<file path="src/rtl/jpeg_lift53.sv">
// LeGall 5/3 integer lifting step (predict/update, forward/inverse) with a
// registered result, optional saturation to the signed WIDTH range.
module jpeg_lift53 #(
  parameter int unsigned WIDTH    = 16,
  parameter bit          SATURATE = 1'b0
) (
  input  logic             clk,
  input  logic             reset_l,
  input  logic [WIDTH-1:0] l_s,
  input  logic [WIDTH-1:0] r_s,
  input  logic [WIDTH-1:0] s_s,
  input  logic             lohipass,
  input  logic             fwd_inv,
  input  logic             ex,
  output logic [WIDTH-1:0] res_s,
  output logic             res_vld
);

  localparam int unsigned EW = WIDTH + 2;

  logic signed [EW-1:0] l_ext, r_ext, s_ext;
  logic signed [EW-1:0] sum, p_term, u_term, y;
  logic                 ovf;
  logic [WIDTH-1:0]     res_d, res_q;
  logic                 vld_d, vld_q;

  always_comb begin
    l_ext  = {{2{l_s[WIDTH-1]}}, l_s};
    r_ext  = {{2{r_s[WIDTH-1]}}, r_s};
    s_ext  = {{2{s_s[WIDTH-1]}}, s_s};
    sum    = l_ext + r_ext;
    p_term = sum >>> 1;
    u_term = (sum + EW'(2)) >>> 2;
    unique case ({fwd_inv, lohipass})
      2'b10:   y = s_ext - p_term;
      2'b11:   y = s_ext + u_term;
      2'b00:   y = s_ext + p_term;
      default: y = s_ext - u_term;
    endcase
    // y fits in WIDTH bits only when its top three bits agree.
    ovf = (y[EW-1:WIDTH-1] != '0) && (y[EW-1:WIDTH-1] != '1);
  end

  always_comb begin
    res_d = res_q;
    vld_d = 1'b0;
    if (ex) begin
      vld_d = 1'b1;
      if (SATURATE && ovf)
        res_d = y[EW-1] ? {1'b1, {(WIDTH-1){1'b0}}} : {1'b0, {(WIDTH-1){1'b1}}};
      else
        res_d = y[WIDTH-1:0];
    end
  end

  always_ff @(posedge clk or negedge reset_l) begin
    if (!reset_l) begin
      res_q <= '0;
      vld_q <= 1'b0;
    end else begin
      res_q <= res_d;
      vld_q <= vld_d;
    end
  end

  assign res_s   = res_q;
  assign res_vld = vld_q;

endmodule

</file>
<file path="config.mk">
export PLATFORM = sky130hd
export DESIGN_NAME = jpeg_lift53
export DESIGN_NICKNAME = d
export VERILOG_FILES = /design/src/rtl/jpeg_lift53.sv
export SDC_FILE = /design/constraint.sdc
export NUM_CORES = 1
export LEC_CHECK = 0
export ABC_AREA = 1
export BUFFER_PORTS_ARGS = -buffer_cell sky130_fd_sc_hd__buf_2
export CORE_UTILIZATION = 31
export CTS_BUF_LIST = sky130_fd_sc_hd__clkbuf_4 sky130_fd_sc_hd__clkbuf_8 sky130_fd_sc_hd__clkbuf_16
export CTS_CLUSTER_SIZE = 10
export DETAILED_ROUTE_END_ITERATION = 6
export HOLD_SLACK_MARGIN = 0.08
export SLEW_MARGIN = 20
export SYNTH_ARGS = -nofsm -noshare
export SYNTH_HDL_FRONTEND = slang
export SYNTH_SLANG_ARGS = --single-unit
</file>
<file path="constraint.sdc">
create_clock -name clk -period 0.8 [get_ports clk]
set_clock_uncertainty 0.05 [all_clocks]
set_input_delay 0.04 -clock clk [delete_from_list [all_inputs] [get_ports clk]]
set_output_delay 0.04 -clock clk [all_outputs]
set_load 0.03 [all_outputs]
</file>
# After elaboration in Yosys (flattened, before gate mapping)
# Cells that the tools add are included.
word_totals:
  in_bits: 53
  output_inout_bits: 17
  regBits: 17
op_classes:
  reduce_logical: 1
  eq_ne: 2
  muxes: 2
  n_addsub: 6
ops:
  columns: ["op", "count"]
  rows:
  - ["$pmux W16 S3", 1]
  - ["$add A16 B16 Y16", 2]
  - ["$sub A16 B16 Y16", 2]
  - ["$add A17 B3 Y18 const B", 1]
  - ["$add A16 B16 Y17", 1]
  - ["$eq A2 B2 Y1 const B", 2]
  - ["$logic_not A2 Y1", 1]
  - ["$mux W1", 1]

# Logic depth before layout (Yosys ltp)
depth:
  depth_word: 4
  depth_mapped: 34
  depth_no_buf: 34

# Worst setup path before layout
# No wires, ideal clock.
synth_timing:
  path_type: "input -> register"
  start: "input port l_s[1]"
  end: "register res_q[13] (netlist: res_s[13])"
  arrival_time_ns: 3.616
  slack_ns: -3.001
  path_stages: 29
  cell_sequence: "inv_1 fa_1 xor2_1 inv_1 ha_1 inv_1 nand2_1 nand2_1 ha_1 inv_1 nor2_2 nand2_2 nor2_4 nand3_1 a21oi_1 a21oi_1 ha_1 nand2_1 nor3_1 nand2_1 o211ai_1 nand2_1 nand2_1 a21oi_1 o21ai_0 inv_1 o21ai_0 xor2_1 o21ai_0"
synth_via:
  elab_chain_len: 4
  word_cells_on_any_way: 7
synth_lines:
  columns: ["element", "line", "rtl"]
  rows:
  - ["start, declared", "9", "input logic [WIDTH-1:0] l_s,"]
  - ["$add A16 B16 Y17 *", "31", "sum = l_ext + r_ext;"]
  - ["$add A17 B3 Y18", "33", "u_term = (sum + EW'(2)) >>> 2;"]
  - ["$sub A16 B16 Y16 or $add A16 B16 Y16 (tied branches)", "38, 36", null]
  - ["$pmux W16 S3 *", "34", "unique case ({fwd_inv, lohipass})"]
  - ["end signal, assigned", "61", "res_q <= res_d;"]
  - ["end, declared", "24", "logic [WIDTH-1:0] res_d, res_q;"]
# Every way passes the cells marked *; elsewhere a longest branch is shown, timed or not.
# A chain may end at the register's enable or synchronous reset.

# Worst setup path after layout
layout_timing:
  start: "input port l_s[1]"
  end: "register res_q[12] (netlist: res_s[12])"
# The elaborated chain is that of the path after synthesis.

==> flow_summary.toml <==
[status]
outcome = "finished, violations left"
violations = "negative setup slack"

[timing]
rsz0062_at_grt = "true"
drv_slew = 0
max_slew.worst_pin.slew_ns = 0.479
slew_headroom_pct = 68.0
setup_viol = 33
hold_viol_final = 0
fin_crit_sh_pct = 443
setup_ws_ns = -2.75
timing.fmax_mhz = 282
fin_crit_ns = 3.55

[setup_path]
reg2reg_to = "res_s[3]$_DFFE_PN0P_"
cp_max_fo = 4
reg2reg_from = "res_s[3]$_DFFE_PN0P_"
r2r_cells = 3
cp_data_arrival_time_ns = 3.63
worstSetupEndpointType = "flop"
crit_required_ns = 0.89
cpPeakStageDelay_ns = 0.43
cp_slowest_cell = "fa_2"
crit_path_start = "l_s[1]"
endpoint = "res_s[12]$_DFFE_PN0P_"
r2r_slack_ns = -0.06
path_class = "input pin to flop"
startpoint_type = "input pin"

[yosys]
synth_fa_ha_area_share_pct = 12.2
synth_nets = 769
synth_ff_type = "dfrtp_1"
synth_top_area_cell = "nand2_1"
synth_edf_count = 0
synth-seq-cells = 17
synth_top_family_by_area = "simple AND/OR/NAND/NOR gates"
synth.top_cell.area_share_pct = 20.1
synth_xor_area_share_pct = 2.69
synthMuxAreaShare_pct = 0
synthTopCellsByArea = "nand2_1 (20%), ha_1 (11%), dfrtp_1 (11%), inv_1 (9.6%), nand3_1 (6.7%)"
synth.most_common_cell = "nand2_1"
syn_area_per_cell_um2 = 5.76
ys_top_cells_by_count = "nand2_1 (209), inv_1 (100), nand3_1 (52)"
synth-simple-area-share_pct = 48.4
async_flop_share_pct = 100
synth_compound_area_share_pct = 14.4
synth_area_um2 = 3910
synth-seq-area-share_pct = 10.9
synth.distinct_cells = 41
syn_inst = 679
ys_warn_count = 0

[run]
cap_violations = 0

[placement]
portBuffers = 69
routabilityCongestion = 0.882
dp.cells = 1091
dpl.hpwl_um = 9780
place_area_um2 = 5900

[grt]
grt.overflow.total = 0
globalRouteMet1Util_pct = 22.7
track_usage_pct = 18.8
antenna_found_initial = 0
met2_usage_pct = 37.1
grt_pass1_vias = 4771
top_usage_layer = "met2"
grt_start_max_net_pins = 18
grt_pass1_wl_um = 20400
gr-usage-met3_pct = 0.635

[drt]
wire_per_inst_um = 10.9
routed_wl_um = 12300
drc = 0
num_vias = 5123
drt_iter0_markers = 180
postRouteAntennaNets = 0
first_pass_iters = 4
avgViaCountPerCell = 4.54

[floorplanning]
die_area_um2 = 13100
fp.dieH_um = 114
coreArea_um2 = 12200
start_util_pct = 32.2
placement_rows = 40
die_w_um = 114
ios = 70

[layout]
multi_input_area_um2 = 3540
drive_gt1_share_pct = 47.1
area_growth_pct = 74.5
diodes = 0
fillCellCount = 1180
stdcell_count = 1128
nets = 1051
stdcell_area_um2 = 6830
seqCellArea_um2 = 425

[power]
vdd_drop_max_uv = 768
internal-power_mw = 6.19
p_seq_share_pct = 12.0
swShare_pct = 44.2
clkPwrFrac_pct = 9.2
leakagePower_nw = 3.67
pwr-share-comb_pct = 78.8
power_density_nw_per_um2 = 1630
power.switching_mw = 4.91

[clock_tree]
cts_tree = "yes"
cts_buffers = 3
clock_insertion_delay_worst_skew_ns = 0.25
cts_root_buffer = "clkbuf_16"
h-tree-depth = 1
cts.clk_slew.worst_paths_ns = 0.05
cts_hold_buf = 1
cts_sinks = 17
ctsLongestPathBuffers = 2

[worst_hold_path]
hp-class = "input pin to flop"
## metal layers
metal  share of wire (%)  routed length, µm
met5                   0                  0
met1                  45               5560
met3                 2.0                240
met4                0.74                 91
met2                  52               6360
## power groups by stage
stage	Combinational [mW]	Clock (mW)	Sequential (mW)
after floorplan	3.45	0	1.82
after global placement	6.80	0	1.26
after detailed placement	6.87	0	1.27
after CTS	8.13	1.02	1.31
after global routing	9.57	1.07	1.36
final	8.74	1.02	1.34
## repair_timing
item                                    CTS  global route
buffers inserted                         22            13
endpoints found under the hold margin    18             1
gates resized for setup                  97            47
endpoints found under the setup margin   33            33
pin swaps                                61            50
## critical path: cells and delay by family
family / cells / cell delay (ns)
AOI/OAI and AO/OA: 6 / 0.60
buffers and inverters: 7 / 0.59
and+or+nand+nor: 16 / 1.61
adders and majority gates: 2 / 0.77
## cells in the final DEF (no fill, tap or decap), types with 7 or more instances in the layout
cell,synthesis,final
ha_1,35,26
nor2_2,8,9
inv_2,11,20
nand2_2,29,41
o21ai_0,30,17
o21ai_1,1,9
inv_1,100,87
a21oi_1,37,23
nor2_4,8,12
buf_2,2,48
nand3_2,5,11
xor2_1,9,7
dfrtp_1,17,17
nand2_4,4,11
buf_4,0,208
buf_6,0,23
nor2_1,47,42
nand4_1,12,12
a21oi_2,0,13
nand2_1,209,190
nand3_1,52,46
ha_4,0,9
## metrics by stage
step / TNS [ns] / total power, mW / worst slack, ns / utilization [%] / hold WS, ns
global placement: -39.44 / 8.06 / -3.08 / 48.5 / -0.0805
floorplan: -32.66 / 5.27 / -2.67 / - / -0.306
CTS: -35.83 / 10.5 / -2.70 / 53.5 / 0.0703
global route: -39.54 / 12.0 / -3.02 / 56.1 / 0.0780
detailed placement: -40.42 / 8.14 / -3.15 / 48.5 / -0.0780
finish: -36.14 / 11.1 / -2.75 / 56.1 / 0.0682
## area by class of cell
cell class                 count  share of cell area [%]
multi-input combinational    544                    51.8
timing repair buffer         284                    31.4
inverter                     111                    6.32
sequential                    17                    6.23
tap                          168                    3.08
clock buffer                   4                    1.21
## cells by family (layout without fill, tap and decap cells)
group | count (synthesis) | after routing
buffers and inverters | 118 | 399
adders and majority gates | 37 | 37
xor gates and xnor gates | 12 | 12
AOI/OAI and AO/OA | 98 | 98
and+or+nand+nor | 397 | 397
DFF | 17 | 17
## how the worst min path moves through the flow
stage	startpoint	end	depth (start not counted)
final	ex	res_vld$_DFF_PN0_	2
after global routing	ex	res_vld$_DFF_PN0_	2
after CTS	ex	res_vld$_DFF_PN0_	2
after detailed placement	reset_l	res_s[1]$_DFFE_PN0P_	1
after global placement	reset_l	res_s[1]$_DFFE_PN0P_	1
after floorplan	reset_l	res_s[0]$_DFFE_PN0P_	0
## state kept, by name, summed over array words and instances, names as in the netlist
| name | flops |
|---|---|
| res_s | 16 |
| res_vld | 1 |
(Power assumes the default switching activity.)
